### config.mk
export PLATFORM = sky130hd
export DESIGN_NAME = esdi_drive_serial_responder
export DESIGN_NICKNAME = d
export VERILOG_FILES = /design/src/rtl/esdi_pkg.sv /design/src/rtl/esdi_sync_edge.sv /design/src/rtl/esdi_drive_serial_responder.sv
export SDC_FILE = /design/constraint.sdc
export NUM_CORES = 1
export LEC_CHECK = 0
export ABC_AREA = 1
export CAP_MARGIN = 25
export CORE_MARGIN = 3
export CORE_UTILIZATION = 57
export DETAILED_ROUTE_END_ITERATION = 10
export GPL_ROUTABILITY_DRIVEN = 0
export PLACE_DENSITY_LB_ADDON = 0.12
export SLEW_MARGIN = 20
export SYNTH_ARGS = -nofsm -noshare
export SYNTH_HDL_FRONTEND = slang
export SYNTH_SLANG_ARGS = --single-unit
### constraint.sdc
create_clock -name clk -period 2.2 [get_ports clk]
set_input_delay 0.33 -clock clk [delete_from_list [all_inputs] [get_ports clk]]
set_output_delay 0.33 -clock clk [all_outputs]
set_load 0.05 [all_outputs]
### src/rtl/esdi_pkg.sv
// rtl/esdi_pkg.sv - shared ESDI serial channel constants, state type and parity helper
package esdi_pkg;

    localparam int CMD_FRAME_BITS = 17;

    typedef enum logic [2:0] {
        S_IDLE,
        S_C_DLY,
        S_C_ACK,
        S_EXEC,
        S_R_WAIT,
        S_R_DLY,
        S_R_ACK,
        S_DONE
    } esdi_state_t;

    // Parity bit that makes the total count of ones in {word, bit} odd
    function automatic logic odd_parity(input logic [15:0] word);
        return ~^word;
    endfunction

endpackage

### src/rtl/esdi_sync_edge.sv
// rtl/esdi_sync_edge.sv - N-stage synchroniser with optional rise/fall pulse outputs
module esdi_sync_edge #(
    parameter int STAGES      = 2,
    parameter bit EDGE_DETECT = 1'b1
) (
    input  logic clk,
    input  logic resetn,
    input  logic din,
    output logic dout,
    output logic rise,
    output logic fall
);

    logic [STAGES-1:0] sync_q;

    // Shift the asynchronous input through the synchroniser chain
    always_ff @(posedge clk or negedge resetn) begin
        if (!resetn) begin
            sync_q <= '0;
        end else begin
            sync_q <= {sync_q[STAGES-2:0], din};
        end
    end

    assign dout = sync_q[STAGES-1];

    generate
        if (EDGE_DETECT) begin : g_edge
            logic prev_q;

            // One-cycle delayed copy of the synchronised level for edge detection
            always_ff @(posedge clk or negedge resetn) begin
                if (!resetn) begin
                    prev_q <= 1'b0;
                end else begin
                    prev_q <= dout;
                end
            end

            assign rise = dout & ~prev_q;
            assign fall = ~dout & prev_q;
        end else begin : g_no_edge
            assign rise = 1'b0;
            assign fall = 1'b0;
        end
    endgenerate

endmodule

### src/rtl/esdi_drive_serial_responder.sv
// rtl/esdi_drive_serial_responder.sv - drive-side ESDI serial command/status responder
module esdi_drive_serial_responder #(
    parameter int SYNC_STAGES = 2,
    parameter int ACK_DELAY   = 4,
    parameter int TIMEOUT     = 65535
) (
    input  logic        clk,
    input  logic        resetn,
    input  logic        transfer_req,
    input  logic        command_data,
    output logic        transfer_ack,
    output logic        confstat_data,
    output logic        command_complete,
    output logic        cmd_valid,
    output logic [15:0] cmd_word,
    output logic        cmd_parity_err,
    input  logic        resp_valid,
    input  logic        resp_has_data,
    input  logic [15:0] resp_word,
    output logic        resp_ready,
    output logic        frame_err
);

    import esdi_pkg::*;

    localparam int              DW        = $clog2(ACK_DELAY + 1) + 1;
    localparam logic [DW-1:0]   DLY_LAST  = DW'(ACK_DELAY - 1);
    localparam logic [DW-1:0]   DLY_FULL  = DW'(ACK_DELAY);
    localparam logic [15:0]     TMO_LAST  = 16'(TIMEOUT - 1);
    localparam logic [4:0]      LAST_BIT  = 5'(CMD_FRAME_BITS - 1);

    logic req_s, req_rise, req_fall;
    logic data_s, data_rise, data_fall;
    logic unused_data_edges;

    esdi_sync_edge #(.STAGES(SYNC_STAGES), .EDGE_DETECT(1'b1)) u_req_sync (
        .clk    (clk),
        .resetn (resetn),
        .din    (transfer_req),
        .dout   (req_s),
        .rise   (req_rise),
        .fall   (req_fall)
    );

    esdi_sync_edge #(.STAGES(SYNC_STAGES), .EDGE_DETECT(1'b0)) u_data_sync (
        .clk    (clk),
        .resetn (resetn),
        .din    (command_data),
        .dout   (data_s),
        .rise   (data_rise),
        .fall   (data_fall)
    );

    assign unused_data_edges = data_rise | data_fall;

    esdi_state_t   state, state_d;
    logic [DW-1:0] dly_cnt, dly_cnt_d;
    logic [4:0]    bitcnt, bitcnt_d;
    logic          waiting, waiting_d;
    logic [16:0]   shift, shift_d;
    logic [16:0]   tx, tx_d;
    logic [15:0]   tmo_cnt, tmo_cnt_d;
    logic          ack_q, ack_d;
    logic          conf_q, conf_d;
    logic          clr_q, clr_d;
    logic          cc_q, cc_d;
    logic          cv_q, cv_d;
    logic [15:0]   cw_q, cw_d;
    logic          pe_q, pe_d;
    logic          fe_q, fe_d;
    logic          tmo_run, tmo_hit;

    // State and datapath registers; reset drops ack and status data immediately
    always_ff @(posedge clk or negedge resetn) begin
        if (!resetn) begin
            state   <= S_IDLE;
            dly_cnt <= '0;
            bitcnt  <= '0;
            waiting <= 1'b0;
            shift   <= '0;
            tx      <= '0;
            tmo_cnt <= '0;
            ack_q   <= 1'b0;
            conf_q  <= 1'b0;
            clr_q   <= 1'b0;
            cc_q    <= 1'b1;
            cv_q    <= 1'b0;
            cw_q    <= '0;
            pe_q    <= 1'b0;
            fe_q    <= 1'b0;
        end else begin
            state   <= state_d;
            dly_cnt <= dly_cnt_d;
            bitcnt  <= bitcnt_d;
            waiting <= waiting_d;
            shift   <= shift_d;
            tx      <= tx_d;
            tmo_cnt <= tmo_cnt_d;
            ack_q   <= ack_d;
            conf_q  <= conf_d;
            clr_q   <= clr_d;
            cc_q    <= cc_d;
            cv_q    <= cv_d;
            cw_q    <= cw_d;
            pe_q    <= pe_d;
            fe_q    <= fe_d;
        end
    end

    // Next-state, handshake sequencing and mid-frame timeout
    always_comb begin
        state_d   = state;
        dly_cnt_d = dly_cnt;
        bitcnt_d  = bitcnt;
        waiting_d = waiting;
        shift_d   = shift;
        tx_d      = tx;
        ack_d     = ack_q;
        conf_d    = conf_q;
        clr_d     = 1'b0;
        cc_d      = cc_q;
        cv_d      = 1'b0;
        cw_d      = cw_q;
        pe_d      = pe_q;
        fe_d      = 1'b0;

        // Status bit stays on the wire one cycle past the ack fall
        if (clr_q) begin
            conf_d = 1'b0;
        end

        // Only states that are waiting on the host for a req edge are timed
        tmo_run = (state == S_C_ACK) || (state == S_R_WAIT) || (state == S_R_ACK) ||
                  ((state == S_C_DLY) && waiting);
        if (req_rise || req_fall || !tmo_run) begin
            tmo_cnt_d = '0;
        end else begin
            tmo_cnt_d = tmo_cnt + 16'd1;
        end
        tmo_hit = tmo_run && !req_rise && !req_fall && (tmo_cnt == TMO_LAST);

        case (state)
            S_IDLE: begin
                if (req_rise) begin
                    cc_d      = 1'b0;
                    bitcnt_d  = '0;
                    dly_cnt_d = '0;
                    waiting_d = 1'b0;
                    state_d   = S_C_DLY;
                end
            end
            S_C_DLY: begin
                if (waiting) begin
                    if (req_rise) begin
                        waiting_d = 1'b0;
                        dly_cnt_d = '0;
                    end
                end else if (req_fall) begin
                    // Host withdrew req before we acknowledged
                    fe_d    = 1'b1;
                    state_d = S_DONE;
                end else if (dly_cnt == DLY_LAST) begin
                    shift_d = {shift[15:0], data_s};
                    ack_d   = 1'b1;
                    state_d = S_C_ACK;
                end else begin
                    dly_cnt_d = dly_cnt + DW'(1);
                end
            end
            S_C_ACK: begin
                if (req_fall) begin
                    ack_d    = 1'b0;
                    bitcnt_d = bitcnt + 5'd1;
                    if (bitcnt == LAST_BIT) begin
                        cv_d    = 1'b1;
                        cw_d    = shift[16:1];
                        pe_d    = ~^shift;
                        state_d = (~^shift) ? S_DONE : S_EXEC;
                    end else begin
                        waiting_d = 1'b1;
                        state_d   = S_C_DLY;
                    end
                end
            end
            S_EXEC: begin
                if (req_rise) begin
                    fe_d    = 1'b1;
                    state_d = S_DONE;
                end else if (resp_valid) begin
                    if (resp_has_data) begin
                        tx_d     = {resp_word, odd_parity(resp_word)};
                        bitcnt_d = '0;
                        state_d  = S_R_WAIT;
                    end else begin
                        state_d = S_DONE;
                    end
                end
            end
            S_R_WAIT: begin
                if (req_rise) begin
                    dly_cnt_d = '0;
                    state_d   = S_R_DLY;
                end
            end
            S_R_DLY: begin
                if (req_fall) begin
                    conf_d  = 1'b0;
                    fe_d    = 1'b1;
                    state_d = S_DONE;
                end else if (dly_cnt == DLY_FULL) begin
                    ack_d   = 1'b1;
                    state_d = S_R_ACK;
                end else begin
                    if (dly_cnt == DLY_LAST) begin
                        conf_d = tx[16];
                    end
                    dly_cnt_d = dly_cnt + DW'(1);
                end
            end
            S_R_ACK: begin
                if (req_fall) begin
                    ack_d    = 1'b0;
                    clr_d    = 1'b1;
                    tx_d     = {tx[15:0], 1'b0};
                    bitcnt_d = bitcnt + 5'd1;
                    state_d  = (bitcnt == LAST_BIT) ? S_DONE : S_R_WAIT;
                end
            end
            S_DONE: begin
                cc_d      = 1'b1;
                bitcnt_d  = '0;
                waiting_d = 1'b0;
                state_d   = S_IDLE;
            end
            default: begin
                state_d = S_IDLE;
            end
        endcase

        if (tmo_hit) begin
            ack_d     = 1'b0;
            conf_d    = 1'b0;
            fe_d      = 1'b1;
            waiting_d = 1'b0;
            state_d   = S_DONE;
        end
    end

    assign transfer_ack     = ack_q;
    assign confstat_data    = conf_q;
    assign command_complete = cc_q;
    assign cmd_valid        = cv_q;
    assign cmd_word         = cw_q;
    assign cmd_parity_err   = pe_q;
    assign frame_err        = fe_q;
    assign resp_ready       = (state == S_EXEC) && !req_rise;

endmodule

==> flow_metrics.tcl, run 1 <==
set metrics [dict create \
    gr-usage-all-layers 0.217 \
    rsz0062_at_grt "no" \
    peakVddDrop_v 0.000798 \
    worst_setup_path_end_kind "primary output" \
    power_w 0.00506 \
    core_area_um2 7810 \
    grt_max_degree 42 \
    clock-sinks 91 \
    dr.pass1.iters 4 \
    ios 45 \
    period_share 0.948 \
    start_util 0.593 \
    cp_common_cell "nor2_1" \
    hold_viol 0 \
    fp-row-count 32 \
    vias 3783 \
    critPathMaxStageDelay_ps 500 \
    synth_commonest_cells "115 x nand2_1, 90 x dfrtp_1, 74 x inv_1, 53 x nor2_1, 48 x o21ai_0" \
    outcome "completed" \
    arrival_ps 1750 \
    die_area_um2 9240 \
    tns_ps 0 \
    overflow 0 \
    cp_slowest_cell "dfrtp_1" \
    skew_ps 9.90 \
    first_global_vias 3722 \
    avgSynthCellArea_um2 8.33 \
    clock_latency_ps 360 \
    clockBufferDepth 2 \
    crit_chain "nand2_2 > nor2_1 > inv_1 > nor2_1 > buf_12" \
    p_comb_frac 0.348 \
    switching_share 0.385 \
    drt_first_iter_violations 169 \
    ys_async_sr_fraction 1.00 \
    max_slew_margin 0.640 \
    ys_seq_elements 91 \
    h-tree-depth 3 \
    antenna_found_initial 0 \
    switchingPower_w 0.00195 \
    io_buffers 44 \
    yosys-top-cells-area "dfrtp_1 49%, nand2_1 9.3%, inv_1 6.0%, o21ai_0 5.2%, nor2_1 4.3%" \
    ys_warn_count 0 \
    final_cells 716 \
    nNetsFinal 639 \
    tritoncts "built" \
    netlist-cell-type-count 40 \
    synth_area_leader_cell "dfrtp_1" \
    drt.antenna.violating_nets 0 \
    routedWlPerCell_um 12.9 \
    wl_um 9250 \
    cp_max_fo 6 \
    route.detailed.drc 0 \
    syn-num-nets 586 \
    grt_first_pass_wirelength_um 15800 \
    cap_violations 0 \
    syn_inst 556 \
    whs_ps 368 \
    die_y_um 96.1 \
    viasPerCell 5.28 \
    clk_pin_slew_ps 90 \
    synth-seq-area-share 0.492 \
    required_ps 1870 \
    yosys_most_used_dff "dfrtp_1" \
    area_growth_pct 17.5 \
    setup-violations-final 0 \
    seq_power_share 0.425 \
    p_int_w 0.00311 \
    layout_min_cycle_time_ps 2080 \
    tightest_slew_ps 539 \
    post-synth-top-count-cell "nand2_1" \
    synth_top_area_frac 0.486 \
    power.share.clock 0.227 \
    min_path_type "reg -> reg" \
    finalMaxSlewViolations 0 \
    numCtsBuffers 9 \
    syn_area_um2 4630 \
    diodes 0 \
    fmax_mhz 480 \
    cellPowerDensity_nw_per_um2 930 \
    dpl.cell_count 699 \
    final_layout_size_suffix_gt1_frac 0.0847 \
    worst_setup_path_start_kind "flip-flop" \
    synth_edf_count 0 \
    p_leak_nw 2.49 \
    cts-root-buf "clkbuf_8" \
    critPathKind "reg -> out" \
    dp_hpwl_um 6760 \
    die_w_um 96.1 \
    fin_util 0.697 \
]
-- routing by layer --
metal  up-vias  routed length, µm  track usage
li1       1911                  -            -
met1      1768               4220        0.276
met2        80               4470        0.357
met3        24                378       0.0453
met4         0                185       0.0936
met5         -                  0            0
-- final timing paths --
path | startpoint | endpoint | slack, ps | cells past startpoint
max in group asynchronous | resetn | u_data_sync.sync_q[1] | 1100 | 3
min in group asynchronous | resetn | shift[8] | 490 | 2
worst min-delay path | u_data_sync.sync_q[0] | u_data_sync.sync_q[1] | 370 | 0
worst max register to register | u_req_sync.sync_q[1] | dly_cnt[3] | 280 | 11
worst max-delay path | state[1] | resp_ready | 120 | 5
worst min register to register | u_data_sync.sync_q[0] | u_data_sync.sync_q[1] | 370 | 0
-- cell families (layout without fill, tap and decap cells) --
group           count (synthesis)  count (layout)  synth area share
compound gates                110             110             0.138
simple gates                  227             227             0.215
flops                          91              91             0.492
mux                             3               3           0.00729
buf+inv                        92             150            0.0789
fa+ha+maj                       8               8            0.0216
xor+xnor                       25              25            0.0473
-- cell usage in the layout (no fill, tap or decap), types with 15 or more instances in the layout --
master	instances
nand2_1	115
dfrtp_1	89
inv_1	74
nor2_1	53
o21ai_0	48
clkdlybuf4s50_1	42
a21oi_1	29
nand3_1	21
xnor2_1	15
o211ai_1	15
-- stage by stage --
step	instance area [µm²]	setup slack [ps]
4_1_cts	5430	91.6
3_5_place_dp	5220	223
2_1_floorplan	4630	364
3_3_place_gp	5220	317
6_report	5440	115
5_1_grt	5440	78.7
-- sequential cells by signal (all words and copies together) (netlist names) --
signal                    count
shift                        17
tx                           17
cmd_word                     16
tmo_cnt                      16
bitcnt                        5
dly_cnt                       4
state                         3
u_data_sync.sync_q            2
u_req_sync.sync_q             2
clr_q                         1
cmd_parity_err                1
cmd_valid                     1
command_complete              1
confstat_data                 1
frame_err                     1
transfer_ack                  1
u_req_sync.g_edge.prev_q      1
waiting                       1
-- worst max-delay path: cells and delay by family, from the launching register on --
kind,cells,cell delay (ps)
AND/OR/NAND/NOR,3,560
flip-flops,1,500
buffers and inverters,2,330
-- what timing repair did --
| action | 4_1_cts | 5_1_grt |
|---|---|---|
| resized for setup | 0 | 5 |
| buffers inserted | 0 | 0 |
| hold endpoints to repair | 38 | 0 |
| hold buffers | 1 | 0 |
| setup endpoints to repair | 0 | 17 |
-- cell type report --
type	instances	area [µm²]
Multi-Input combinational cell	373	2000
Clock inverter	4	48.8
Inverter	80	303
Clock buffer	12	145
Sequential cell	91	2280
Timing Repair Buffer	54	538
Tap cell	102	128
Fill cell	628	2370
-- power groups by stage --
stage | clock (W) | sequential, W | combinational [W]
2_1_floorplan | 0 | 0.00221 | 0.00123
3_3_place_gp | 0 | 0.00216 | 0.00166
3_5_place_dp | 0 | 0.00218 | 0.00172
4_1_cts | 0.00116 | 0.00215 | 0.00174
5_1_grt | 0.00124 | 0.00218 | 0.00201
6_report | 0.00115 | 0.00215 | 0.00176
Power figures use the tool's default switching activity.
==> run 2, diff against run 1 <==
CORE_UTILIZATION = 59   (was 57)
CTS_BUF_LIST = sky130_fd_sc_hd__clkbuf_8   (was not set)
clock period = 2 ns   (was 2.2 ns; I/O delays follow)
==> run 2 against run 1 <==
Net effect: utilization rose by 4.7 points; register-to-register slack got worse by 120 ps; count of clock-buffer cells in the layout is 2 lower; final area increased by 1.8%; final cell count down 0.42%; non-clock buffer count unchanged; global-route usage up 0.70 points; critical path depth did not move; combinational power up 14%; via count up 1.6%; critical path type unchanged.
==> flow_metrics.tcl, run 2 (synthesized netlist as in run 1, its figures left out) <==
set metrics [dict create \
    gr-usage-all-layers 0.224 \
    first_global_vias 3682 \
    hold_viol 0 \
    ios 45 \
    diodes 0 \
    p_leak_nw 2.53 \
    numCtsBuffers 9 \
    antenna_found_initial 0 \
    dr.pass1.iters 5 \
    overflow 0 \
    critPathKind "reg -> out" \
    peakVddDrop_v 0.00101 \
    setup-violations-final 0 \
    core_area_um2 7450 \
    max_slew_margin 0.650 \
    period_share 0.943 \
    placed_area_um2 5250 \
    required_ps 1700 \
    worst_setup_path_start_kind "flip-flop" \
    skew_ps 8.77 \
    route.detailed.drc 0 \
    drt.antenna.violating_nets 0 \
    dp_hpwl_um 6420 \
    layout_common_cells "115 x nand2_1, 88 x dfrtp_1, 73 x inv_1" \
    io_buffers 44 \
    cap_violations 0 \
    tightest_slew_ps 523 \
    reg.largest.list "shift: 17 flops, tx: 17 flops" \
    final_layout_size_suffix_gt1_frac 0.0993 \
    final_common_cell "nand2_1" \
    die_w_um 94.6 \
    whs_ps 362 \
    clk_pin_slew_ps 80 \
    cp_max_fo 7 \
    area_growth_pct 19.6 \
    place_ws_ps 98.7 \
    worst_setup_path_end_kind "primary output" \
    timing.final.ws_setup_ps 115 \
    nNetsFinal 639 \
    min_path_type "reg -> reg" \
    routedWlPerCell_um 13.1 \
    arrival_ps 1590 \
    wl_um 9310 \
    final_area_um2 5540 \
    grt_max_degree 92 \
    cts-root-buf "clkbuf_8" \
    clock-sinks 91 \
    vias 3844 \
    die_y_um 94.6 \
    drt_first_iter_violations 190 \
    die_area_um2 8950 \
    finalMaxSlewViolations 0 \
    fmax_mhz 530 \
    layout_min_cycle_time_ps 1890 \
    tns_ps 0 \
    viasPerCell 5.39 \
    start_util 0.622 \
    h-tree-depth 3 \
    cellPowerDensity_nw_per_um2 1060 \
    power_w 0.00588 \
    tritoncts "built" \
    rsz0062_at_grt "no" \
    clockBufferDepth 2 \
    fp-row-count 31 \
    fillers 569 \
    clock_latency_ps 360 \
    grt_first_pass_wirelength_um 16000 \
    outcome "completed" \
]
-- run 2: cell types whose count changed in the layout (fill, tap and decap cells not counted), sizes merged --
cell           change
clkbuf             -2
clkinv             -2
clkinvlp           +1
bufinv             +2
inv                +1
clkdlybuf4s50      -1
buf                +1
-- run 2: worst max-delay path, stage by stage (launching register included) --
cell     delay, ps
dfrtp_2        460
nand2_2        110
nor2_2         150
inv_1          120
nor2_1         210
buf_12         170
-- run 2: report_power, final --
part	switching, W	internal [W]	total (W)	leakage (nW)
clock	0.000647	0.000866	0.00151	0.123
sequential	0.000197	0.00216	0.00236	1.20
combinational	0.00132	0.000686	0.00201	1.20
total	0.00217	0.00371	0.00588	2.53
-- run 2: metrics by stage --
| stage | cells | utilization |
|---|---|---|
| 3_3_place_gp | 695 | 0.704 |
| 2_1_floorplan | 556 | - |
| 3_5_place_dp | 695 | 0.704 |
| 6_report | 713 | 0.743 |
| 4_1_cts | 712 | 0.739 |
| 5_1_grt | 713 | 0.743 |
-- run 2: worst paths after layout --
| kind | start | to | slack, ps | cells past startpoint |
|---|---|---|---|---|
| worst max-delay path | state[0] | resp_ready | 110 | 5 |
| worst min-delay path | u_data_sync.sync_q[0] | u_data_sync.sync_q[1] | 360 | 0 |
| worst max register to register | u_req_sync.sync_q[1] | dly_cnt[3] | 160 | 11 |
| worst min register to register | u_data_sync.sync_q[0] | u_data_sync.sync_q[1] | 360 | 0 |
| max in group asynchronous | resetn | command_complete | 1120 | 3 |
| min in group asynchronous | resetn | cmd_word[6] | 500 | 3 |
-- run 2: repair_timing --
action | 4_1_cts | 5_1_grt
setup endpoints to repair | 1 | 8
pin swaps | 0 | 1
gates resized for setup | 1 | 8
hold buffers | 1 | 0
endpoints found under the hold margin | 48 | 0
setup buffers | 0 | 1
-- run 2: cell type report --
cell class,count,area [µm²],share of cell area
multi-input cells,373,2010,0.363
inverters,80,300,0.0542
flip-flops and latches,91,2280,0.412
clock inverters,6,111,0.0201
clock buffers,10,138,0.0249
well taps,99,124,0.0224
repair buffers,54,573,0.104
-- run 2: routing by layer --
metal | GRT usage | routed length (µm) | vias up
met4 | 0.0865 | 197 | 0
met1 | 0.291 | 4160 | 1793
met3 | 0.0406 | 492 | 24
li1 | - | - | 1910
met2 | 0.374 | 4450 | 117
met5 | 0 | 0 | -
==> run 3, diff against run 2 <==
CELL_PAD_IN_SITES_DETAIL_PLACEMENT = 0   (was not set)
CELL_PAD_IN_SITES_GLOBAL_PLACEMENT = 1   (was not set)
CORE_UTILIZATION = 45   (was 59)
==> run 3 against run 2 <==
Net effect: highest routed layer unchanged; die area rose by 29%; utilization is 18 points lower; fmax decreased by 0.35%; final area is 0.25% higher; via count is 2.4% lower; first-iteration DRC count rose by 48%; worst setup slack worse by 6.7 ps; total power is 2.9% lower; global-route usage is 4.3 points lower; final cell count increased by 5.2%; wire length is 2.7% higher.
==> flow_metrics.tcl, run 3 (synthesized netlist as in run 1, its figures left out) <==
set metrics [dict create \
    vias 3751 \
    fp-row-count 36 \
    switching_share 0.379 \
    power.share.clock 0.239 \
    rsz0062_at_grt "no" \
    cts-root-buf "clkbuf_8" \
    final_common_cell "nand2_1" \
    arrival_ps 1590 \
    core_area_um2 9910 \
    grt_first_pass_wirelength_um 16700 \
    r2r_start "state[2]" \
    power_w 0.00571 \
    critPathKind "reg -> out" \
    drt_first_iter_violations 281 \
    required_ps 1700 \
    drt.antenna.violating_nets 0 \
    antenna_found_initial 0 \
    numCtsBuffers 9 \
    h-tree-depth 3 \
    tns_ps 0 \
    worst_setup_path_start_kind "flip-flop" \
    start_util 0.467 \
    post_cts_buffers 0 \
    gr-usage-all-layers 0.181 \
    clock-sinks 91 \
    finalMaxSlewViolations 0 \
    cap_violations 0 \
    seq_power_share 0.414 \
    cp_max_fo 7 \
    clk_pin_slew_ps 100 \
    peakVddDrop_v 0.000620 \
    p_comb_frac 0.347 \
    ios 45 \
    io_buffers 44 \
    crit_start "state[0]" \
    outcome "completed" \
    min_path_type "reg -> reg" \
    routedWlPerCell_um 12.7 \
    die_w_um 107 \
    p_int_w 0.00355 \
    nNetsFinal 642 \
    p_leak_nw 2.53 \
    clockBufferDepth 2 \
    setup-violations-final 0 \
    first_global_vias 3640 \
    viasPerCell 5.00 \
    dp_hpwl_um 7010 \
    final_layout_size_suffix_gt1_frac 0.102 \
    layout_common_cells "115 x nand2_1, 88 x dfrtp_1, 73 x inv_1" \
    layout_min_cycle_time_ps 1890 \
    reg.largest.list "shift: 17 flops, tx: 17 flops" \
    skew_ps 12.8 \
    route.detailed.drc 0 \
    clock_latency_ps 370 \
    fmax_mhz 528 \
    diodes 0 \
    overflow 0 \
    cellPowerDensity_nw_per_um2 1030 \
    period_share 0.946 \
    switchingPower_w 0.00216 \
    max_slew_margin 0.634 \
    wl_um 9560 \
    tightest_slew_ps 549 \
    tritoncts "built" \
    dr.pass1.iters 4 \
    area_growth_pct 19.9 \
    worst_setup_path_end_kind "primary output" \
    worstHoldStart "u_data_sync.sync_q[0]" \
    hold_viol 0 \
    grt_max_degree 41 \
    die_y_um 107 \
    die_area_um2 11500 \
]
-- run 3: changes by cell type in the layout (fill, tap and decap cells not counted), sizes merged --
cell	previous run	this run
clkinv	1	5
inv	81	80
clkinvlp	1	0
buf	12	15
clkbuf	10	9
bufinv	3	2
-- run 3: critical path: stages (launching register included) --
cell     delay [ps]
dfrtp_2         470
nand2_2          90
nor2_2          180
inv_1           120
nor2_1          190
buf_12          170
-- run 3: power by group through the flow --
stage	registers (W)	clock network [W]	logic [W]
floorplan	0.00243	0	0.00135
global placement	0.00239	0	0.00194
detailed placement	0.00239	0	0.00196
CTS	0.00236	0.00142	0.00197
global route	0.00240	0.00149	0.00225
finish	0.00236	0.00137	0.00198
-- run 3: cell type report --
class	count	area, µm²
clock buffer	9	124
multi-input combinational	373	2000
sequential	91	2280
inverter	80	300
timing repair buffer	57	583
fill	930	4360
tap	133	166
clock inverter	7	92.6
-- run 3: worst paths after layout --
| check | endpoint | slack (ps) | depth (start not counted) |
|---|---|---|---|
| min in group asynchronous | bitcnt[1] | 460 | 2 |
| hold / removal | u_data_sync.sync_q[1] | 360 | 0 |
| hold reg to reg | u_data_sync.sync_q[1] | 360 | 0 |
| setup / recovery | resp_ready | 110 | 5 |
| max in group asynchronous | tx[10] | 910 | 3 |
| setup reg to reg | tx[0] | 190 | 9 |
-- run 3: timing repair --
| item | CTS | global route |
|---|---|---|
| hold buffers | 1 | 0 |
| endpoints found under the hold margin | 36 | 0 |
| endpoints found under the setup margin | 1 | 27 |
| resized for setup | 1 | 7 |
-- run 3: stage by stage --
step                      instances  utilization  instance area, µm²  setup WS, ps  hold slack (ps)
after floorplan                 556            -                4630           194             4.41
after global placement          733        0.535                5310           101              320
after detailed placement        733        0.535                5310          84.5              321
after CTS                       750        0.558                5530          7.35              341
after global routing            750        0.560                5550          11.8              351
final                           750        0.560                5550           108              358
-- run 3: routing by layer --
metal | vias up | track usage | wire length (µm)
met5 | - | 0 | 0
li1 | 1917 | - | -
met4 | 0 | 0.0613 | 161
met2 | 80 | 0.287 | 4340
met3 | 15 | 0.0444 | 489
met1 | 1739 | 0.244 | 4570
